===== config.mk =====
export PLATFORM = sky130hd
export DESIGN_NAME = fifo_arbiter_flat
export DESIGN_NICKNAME = d
export VERILOG_FILES = /design/src/rtl/fifo_arbiter_if.sv /design/src/rtl/fifo_arbiter.sv /design/src/flat_wrapper.sv
export SDC_FILE = /design/constraint.sdc
export NUM_CORES = 1
export LEC_CHECK = 0
export BUFFER_PORTS_ARGS = -buffer_cell sky130_fd_sc_hd__buf_2
export CAP_MARGIN = 15
export CORE_MARGIN = 10
export CORE_UTILIZATION = 43
export CTS_BUF_LIST = sky130_fd_sc_hd__clkbuf_4
export DETAILED_ROUTE_END_ITERATION = 8
export PLACE_DENSITY = 0.82
export SYNTH_ARGS = -nofsm -noshare
export SYNTH_HDL_FRONTEND = slang
export SYNTH_SLANG_ARGS = --single-unit

===== constraint.sdc =====
create_clock -name clk -period 2.1 [get_ports clk]
set_input_delay 0.315 -clock clk [delete_from_list [all_inputs] [get_ports clk]]
set_output_delay 0.315 -clock clk [all_outputs]
set_load 0.05 [all_outputs]

===== src/rtl/fifo_arbiter_if.sv =====
// Requester-to-FIFO handshake bundle. The arbiter sits on the master side;
// requesters and the FIFO enqueue port sit on the slave side.
interface fifo_arbiter_if #(
  parameter int data_size = 8,
  parameter int num_req   = 4,
  parameter int id_w      = (num_req > 2) ? $clog2(num_req) : 1
);
  // valid/ready: a beat moves on a rising clk edge when out_valid and
  // out_ready are both high; req_ready[i] is high only for the granted i.
  logic [num_req-1:0][data_size-1:0] req_data;
  logic [num_req-1:0]                req_valid;
  logic [num_req-1:0]                req_ready;
  logic [data_size-1:0]              out_data;
  logic                              out_valid;
  logic                              out_ready;
  logic [id_w-1:0]                   out_id;

  modport master (
    input  req_data, req_valid, out_ready,
    output req_ready, out_data, out_valid, out_id
  );

  modport slave (
    output req_data, req_valid, out_ready,
    input  req_ready, out_data, out_valid, out_id
  );
endinterface


===== src/rtl/fifo_arbiter.sv =====
// Round-robin burst arbiter feeding a single FIFO enqueue port. A grant lasts
// up to max_burst beats, ends early when the owner drops valid, and flush aborts it.
module fifo_arbiter #(
  parameter int data_size = 8,
  parameter int num_req   = 4,
  parameter int max_burst = 4,
  localparam int id_w     = (num_req > 2) ? $clog2(num_req) : 1,
  localparam int cnt_w    = ($clog2(max_burst + 1) > 1) ? $clog2(max_burst + 1) : 1
) (
  input  logic               clk,
  input  logic               rst_n,
  input  logic               flush,
  fifo_arbiter_if.master     bus,
  output logic               busy,
  output logic               state_dbg,
  output logic [id_w-1:0]    rr_ptr_dbg,
  output logic [cnt_w-1:0]   burst_cnt_dbg
);

  if (data_size < 1) begin : g_bad_data_size
    $fatal(1, "fifo_arbiter: data_size must be >= 1");
  end
  if (num_req < 2) begin : g_bad_num_req
    $fatal(1, "fifo_arbiter: num_req must be >= 2");
  end
  if (max_burst < 1) begin : g_bad_max_burst
    $fatal(1, "fifo_arbiter: max_burst must be >= 1");
  end

  typedef enum logic {IDLE = 1'b0, GRANT = 1'b1} state_t;

  state_t           state;
  logic [id_w-1:0]  gnt;
  logic [id_w-1:0]  rr_ptr;
  logic [cnt_w-1:0] burst_cnt;
  logic [id_w-1:0]  pick;
  logic [id_w-1:0]  cand;
  logic             found;
  int               idx;

  function automatic logic [id_w-1:0] wrap_inc(input logic [id_w-1:0] i);
    return (i == id_w'(num_req - 1)) ? '0 : i + 1'b1;
  endfunction

  // First valid requester at or after rr_ptr, wrapping at num_req.
  always_comb begin
    pick  = rr_ptr;
    found = 1'b0;
    idx   = 0;
    cand  = '0;
    for (int k = 0; k < num_req; k++) begin
      idx = int'(rr_ptr) + k;
      if (idx >= num_req) idx = idx - num_req;
      cand = id_w'(idx);
      if (!found && bus.req_valid[cand]) begin
        pick  = cand;
        found = 1'b1;
      end
    end
  end

  wire granted   = (state == GRANT);
  wire gnt_valid = bus.req_valid[gnt];

  always_ff @(posedge clk or negedge rst_n) begin
    if (!rst_n) begin
      state     <= IDLE;
      gnt       <= '0;
      rr_ptr    <= '0;
      burst_cnt <= '0;
    end else if (flush) begin
      state     <= IDLE;
      rr_ptr    <= '0;
      burst_cnt <= '0;
    end else begin
      case (state)
        IDLE: begin
          if (found) begin
            gnt       <= pick;
            burst_cnt <= '0;
            state     <= GRANT;
          end
        end
        GRANT: begin
          if (!gnt_valid) begin
            state     <= IDLE;
            rr_ptr    <= wrap_inc(gnt);
            burst_cnt <= '0;
          end else if (bus.out_ready) begin
            if (burst_cnt == cnt_w'(max_burst - 1)) begin
              state     <= IDLE;
              rr_ptr    <= wrap_inc(gnt);
              burst_cnt <= '0;
            end else begin
              burst_cnt <= burst_cnt + 1'b1;
            end
          end
        end
        default: state <= IDLE;
      endcase
    end
  end

  // Flush masks the handshake in the same cycle it is asserted.
  always_comb begin
    bus.req_ready = '0;
    bus.out_valid = granted && !flush && gnt_valid;
    bus.out_data  = granted ? bus.req_data[gnt] : '0;
    bus.out_id    = gnt;
    if (granted && !flush) bus.req_ready[gnt] = bus.out_ready;
  end

  assign busy          = granted;
  assign state_dbg     = state;
  assign rr_ptr_dbg    = rr_ptr;
  assign burst_cnt_dbg = burst_cnt;

endmodule


===== src/flat_wrapper.sv =====
// flat-port wrapper written by rule: the top's interface ports become plain ports
module fifo_arbiter_flat 
#(
  parameter int data_size = 8,
  parameter int num_req   = 4,
  parameter int max_burst = 4,
  localparam int id_w     = (num_req > 2) ? $clog2(num_req) : 1,
  localparam int cnt_w    = ($clog2(max_burst + 1) > 1) ? $clog2(max_burst + 1) : 1
)
  (clk, rst_n, flush, busy, state_dbg, rr_ptr_dbg, burst_cnt_dbg, bus_req_data, bus_req_valid, bus_out_ready, bus_req_ready, bus_out_data, bus_out_valid, bus_out_id);
  fifo_arbiter_if #(.data_size(data_size), .num_req(num_req)) bus_i ();
  input  logic clk;
  input  logic rst_n;
  input  logic flush;
  output logic busy;
  output logic state_dbg;
  output logic [id_w-1:0] rr_ptr_dbg;
  output logic [cnt_w-1:0] burst_cnt_dbg;
  input wire logic [$bits(bus_i.req_data)-1:0] bus_req_data;
  input wire logic [$bits(bus_i.req_valid)-1:0] bus_req_valid;
  input wire logic [$bits(bus_i.out_ready)-1:0] bus_out_ready;
  output wire logic [$bits(bus_i.req_ready)-1:0] bus_req_ready;
  output wire logic [$bits(bus_i.out_data)-1:0] bus_out_data;
  output wire logic [$bits(bus_i.out_valid)-1:0] bus_out_valid;
  output wire logic [$bits(bus_i.out_id)-1:0] bus_out_id;
  assign bus_i.req_data = bus_req_data;
  assign bus_i.req_valid = bus_req_valid;
  assign bus_i.out_ready = bus_out_ready;
  assign bus_req_ready = bus_i.req_ready;
  assign bus_out_data = bus_i.out_data;
  assign bus_out_valid = bus_i.out_valid;
  assign bus_out_id = bus_i.out_id;
  fifo_arbiter #(.data_size(data_size), .num_req(num_req), .max_burst(max_burst)) u_core (.clk(clk), .rst_n(rst_n), .flush(flush), .bus(bus_i), .busy(busy), .state_dbg(state_dbg), .rr_ptr_dbg(rr_ptr_dbg), .burst_cnt_dbg(burst_cnt_dbg));
endmodule

---- After elaboration in Yosys (flattened, before gate mapping) ----
Cells that the tools add are included.
cells by class
  add/subtract/negate cells ............... 9
  order comparisons ....................... 10
  equal/unequal tests ..................... 6
  multiplexer cells ....................... 46
  bitwise logic cells ..................... 3
  reduce and logical (&&, ||, !) cells .... 14
operator list
  cell                                                               count
  two-way mux 2 bit                                                  14
  binary-select mux 8 bit (select 2 bit)                             1
  two-way mux 8 bit                                                  2
  < comparator 2 x 3 -> 1 bit, second input constant                 5
  two-way mux 1 bit                                                  15
  two-way mux 3 bit                                                  5
  binary-select mux 1 bit (select 2 bit)                             5
  greater-or-equal comparator 3 bit, second input constant           3
  subtractor 2 x 1 -> 2 bit, second input constant                   4
  adder 2 x 2 -> 3 bit, second input constant                        2
  logical AND 1 bit                                                  6
  != test 3 bit, second input constant                               2
  case mux 3 bit (2 select lines)                                    1
  AND reduction 3 bit                                                2
  bitwise AND 4 bit                                                  1
  zero test 1 bit                                                    4
  two-way mux 4 bit                                                  1
  != test 4 bit, second input constant                               1
  adder 2 x 1 -> 3 bit, second input constant                        1
  adder 3 x 1 -> 3 bit, second input constant                        1
  equality test 3 x 2 -> 1 bit, second input constant                1
  greater-or-equal comparator 2 x 3 -> 1 bit, second input constant  1
  != test 3 x 2 -> 1 bit, second input constant                      1
  adder 2 x 1 -> 2 bit, second input constant                        1
  7 further kinds                                                    8
word-level totals
  register bits after elaboration ......... 8
  input bits .............................. 40
  output and inout bits ................... 22
  logic and storage cells ................. 92

---- Logic depth before layout (Yosys ltp) ----
  depth after elaboration ................. 17
  gate-level depth with buffers ........... 5
  gate-level depth less buffers ........... 4

---- Least setup slack after synthesis ----
Ideal clock, no wire load.
  path kind ............................... reg2out
  from .................................... reg u_core.gnt[1] (netlist: u_core.bus.out_id[1])
  to ...................................... out bus_out_valid
  arrival time ............................ 1.962 ns
  required time ........................... 1.785 ns
  path slack .............................. -0.177 ns
  cell stages (with the launch flop) ...... 5
  buffers on the path ..................... 1
  cell sequence ........................... dfrtp_1 -> buf_2 -> mux4_2 -> nand2_1 -> nor2_1
on the way
  longest elaborated chain between the ends .. 3
RTL lines
  what                                     RTL line             source
  from (decl)                              fifo_arbiter.sv:33   logic [id_w-1:0] gnt;
  from (signal assigned)                   fifo_arbiter.sv:79   gnt <= pick;
  binary-select mux 1 bit (select 2 bit)   fifo_arbiter.sv:63   wire gnt_valid = bus.req_valid[gnt];
  two-way mux 1 bit (not written as such)  fifo_arbiter.sv:63
  logical AND 1 bit                        fifo_arbiter.sv:107  bus.out_valid = granted && !flush && gnt_valid;
  to (decl)                                flat_wrapper.sv:24   output wire logic [$bits(bus_i.out_valid)-1:0] bus_out_valid;
No other way between the ends. The select of a mux whose other input is x is not followed.

---- Worst setup path after layout ----
  from .................................... reg u_core.gnt[0] (netlist: u_core.bus.out_id[0])
  to ...................................... out bus_out_data[7]
on the way
  longest elaborated chain between the ends .. 3
RTL lines
  what                                     RTL line             source
  binary-select mux 8 bit (select 2 bit)   fifo_arbiter.sv:108  bus.out_data = granted ? bus.req_data[gnt] : '0;
  two-way mux 8 bit (not written as such)  fifo_arbiter.sv:108
  two-way mux 8 bit                        fifo_arbiter.sv:108
  to (decl)                                flat_wrapper.sv:23   output wire logic [$bits(bus_i.out_data)-1:0] bus_out_data;
No other way between the ends. The select of a mux whose other input is x is not followed.

==> impl_metrics.tcl <==
set metrics [dict create \
    status "completed" \
    die-area_mm2 0.00440 \
    multiInputGateArea_um2 683 \
    drv_cap 0 \
    placedCellCount 176 \
    syn_nets 136 \
    area_growth_pct 42.8 \
    min_period_ns 2.05 \
    end_kind "output port" \
    synth_top_area_share_pct 22.0 \
    fin_nets 202 \
    arrival_ns 1.74 \
    drt_first_pass_iters 4 \
    synth_cells 91 \
    synth.largest_area_cell "mux4_2" \
    final_common_cell "buf_2" \
    finalCritPeriodShare_pct 97.7 \
    rsz0062_at_grt "yes" \
    antenna_found_initial 0 \
    cts_tree "done" \
    fin_cells 183 \
    vias 997 \
    crit_start "u_core.bus.out_id[0]" \
    synth.area.top_cells "mux4_2 22%, dfrtp_1 22%, and2_1 8.8%" \
    drive_gt1_share_pct 56.4 \
    grt_pass1_wl_um 4720 \
    root_buffer "clkbuf_4" \
    slew-limit-headroom_pct 67.0 \
    path_delay_family "flip-flops" \
    setup_violations 0 \
    tightest_slew_ns 0.492 \
    die_w_um 66.3 \
    synth-seq-area-share_pct 21.7 \
    clk_latency_ns 0.27 \
    wl_um 3070 \
    wl_per_cell_um 16.7 \
    slew_viol_final 0 \
    start_kind "flip-flop" \
    fmax_mhz 488 \
    vdd_drop_max_uv 598 \
    required_ns 1.78 \
    cts.sinks 8 \
    final-seq-area_um2 204 \
    dp_hpwl_um 2600 \
    yosysWarningCount 0 \
    cts_max_path_buffers 2 \
    p_per_area_mw_per_mm2 996 \
    syn_avg_cell_area_um2 10.1 \
    timing.hold.ws_ns 0.379 \
    place.gp.congestion 0.838 \
    via_per_inst 5.45 \
    leakagePower_nw 0.672 \
    path_buf_inv 1 \
    layout_common_cells "61 x buf_2, 12 x and2_1, 9 x mux4_2, 9 x nand2b_1, 7 x dfrtp_1" \
    grt_max_degree 20 \
    crit_fanout 12 \
    num_rows 16 \
    critPathKind "flip-flop to output port" \
    hold_start "bus_out_ready" \
    drcViolationCount 0 \
    die_y_um 66.3 \
    grt_pass1_vias 984 \
    io_pins 62 \
    clk_pin_slew_worst_paths_ns 0.07 \
    min_path_type "primary input to flip-flop" \
    hold_viol_final 0 \
    start_util_pct 46.1 \
    grt_overflow 0 \
    fill_cells 172 \
    syn-cell-area_um2 923 \
    drt_iter0_drc 52 \
    clock_skew_ns 0.00853 \
    cts_inserted_buffers 3 \
    slowest_delay_ns 0.55 \
    rr_startpoint "u_core.bus.out_id[0]" \
    crit_slowest_cell "dfrtp_4" \
    track_usage_pct 13.7 \
    core_mm2 0.00200 \
    synth.distinct_cells 33 \
    ys_ff_latch 8 \
    h-tree-depth 1 \
    port_buffers 61 \
    ant_nets 0 \
    num_antenna_cells 0 \
    crit_chain "mux4_2 -> and2_1 -> buf_2" \
]
==> worst reg2reg max path: stages, from the launching register on <==
cell and delay (ns):
dfrtp_4 0.55, mux4_2 0.56, buf_4 0.18, a21oi_4 0.14, mux2_1 0.33
==> per-layer routing <==
layer	vias to the layer above	GRT usage, %	wire (µm)
met4	0	6.81	56
met5	-	0	0
met1	468	14.0	1190
met3	6	5.76	441
li1	465	-	-
met2	58	23.3	1380
==> timing repair <==
action,in CTS,in global routing
setup buffers,2,0
gates resized for setup,1,0
hold buffers,1,0
endpoints found under the hold margin,8,0
pin swaps,0,0
endpoints found under the setup margin,4,2
==> report_power, final <==
group / internal, mW / leakage (nW) / switching, mW / total, mW
Clock: 0.0862 / 0.0184 / 0.0641 / 0.150
Sequential: 0.191 / 0.104 / 0.0772 / 0.268
Combinational: 0.351 / 0.550 / 0.544 / 0.896
==> layout make-up <==
cell class | count | area share, %
Clock buffer | 4 | 2.28
Inverter | 4 | 1.14
Multi-Input combinational cell | 73 | 51.8
Sequential cell | 8 | 15.5
Tap cell | 27 | 2.56
Timing Repair Buffer | 67 | 26.8
==> cell usage after synthesis (all sizes together) <==
| master | instances |
|---|---|
| o31ai | 2 |
| nor2 | 2 |
| nand3 | 1 |
| a21boi | 2 |
| nand4b | 1 |
| inv | 4 |
| o41ai | 1 |
| a22oi | 1 |
| mux2 | 1 |
| buf | 3 |
| a21bo | 1 |
| mux4 | 9 |
| nor2b | 3 |
| dfrtp | 8 |
| a21oi | 3 |
| a211oi | 1 |
| o31a | 1 |
| or2 | 1 |
| ha | 5 |
| nor3 | 2 |
| and2 | 13 |
| mux2i | 3 |
| clkbuf | 3 |
| nand2 | 4 |
| nand2b | 9 |
| nand3b | 1 |
| nor3b | 1 |
| nand4 | 2 |
| nor4 | 1 |
| o22ai | 1 |
| or3 | 1 |
==> worst paths after layout <==
kind	endpoint	slack [ns]	cells after the start
setup reg to reg	u_core.rr_ptr_dbg[0]	0.22	4
hold reg to reg	u_core.burst_cnt_dbg[2]	0.55	2
max in group asynchronous	u_core.bus.out_id[0]	1.50	2
min in group asynchronous	u_core.busy	0.41	2
setup / recovery	bus_out_data[7]	0.05	3
hold / removal	u_core.burst_cnt_dbg[2]	0.38	4
==> sequential cells by signal, indices dropped and copies added, names as in the netlist <==
signal,cells
u_core.burst_cnt_dbg,3
u_core.bus.out_id,2
u_core.rr_ptr_dbg,2
u_core.busy,1
==> cell families after synthesis <==
group           share of synthesized area (%)
buf+inv                                  4.74
fa+ha+maj                                6.78
flops                                    21.7
mux                                      26.4
compound gates                           12.7
simple gates                             27.6
==> per-stage QoR <==
step	worst slack (ns)	util (%)	cell area, µm²	power, mW	TNS (ns)
floorplan	0.00000244	-	928	0.933	0
global placement	0.198	63.0	1260	1.13	0
detailed placement	0.194	63.0	1260	1.14	0
CTS	0.0360	65.9	1320	1.32	0
global route	-0.0113	65.9	1320	1.39	-0.0181
finish	0.0493	65.9	1320	1.31	0
No activity file was read; power rests on OpenSTA's default activity.
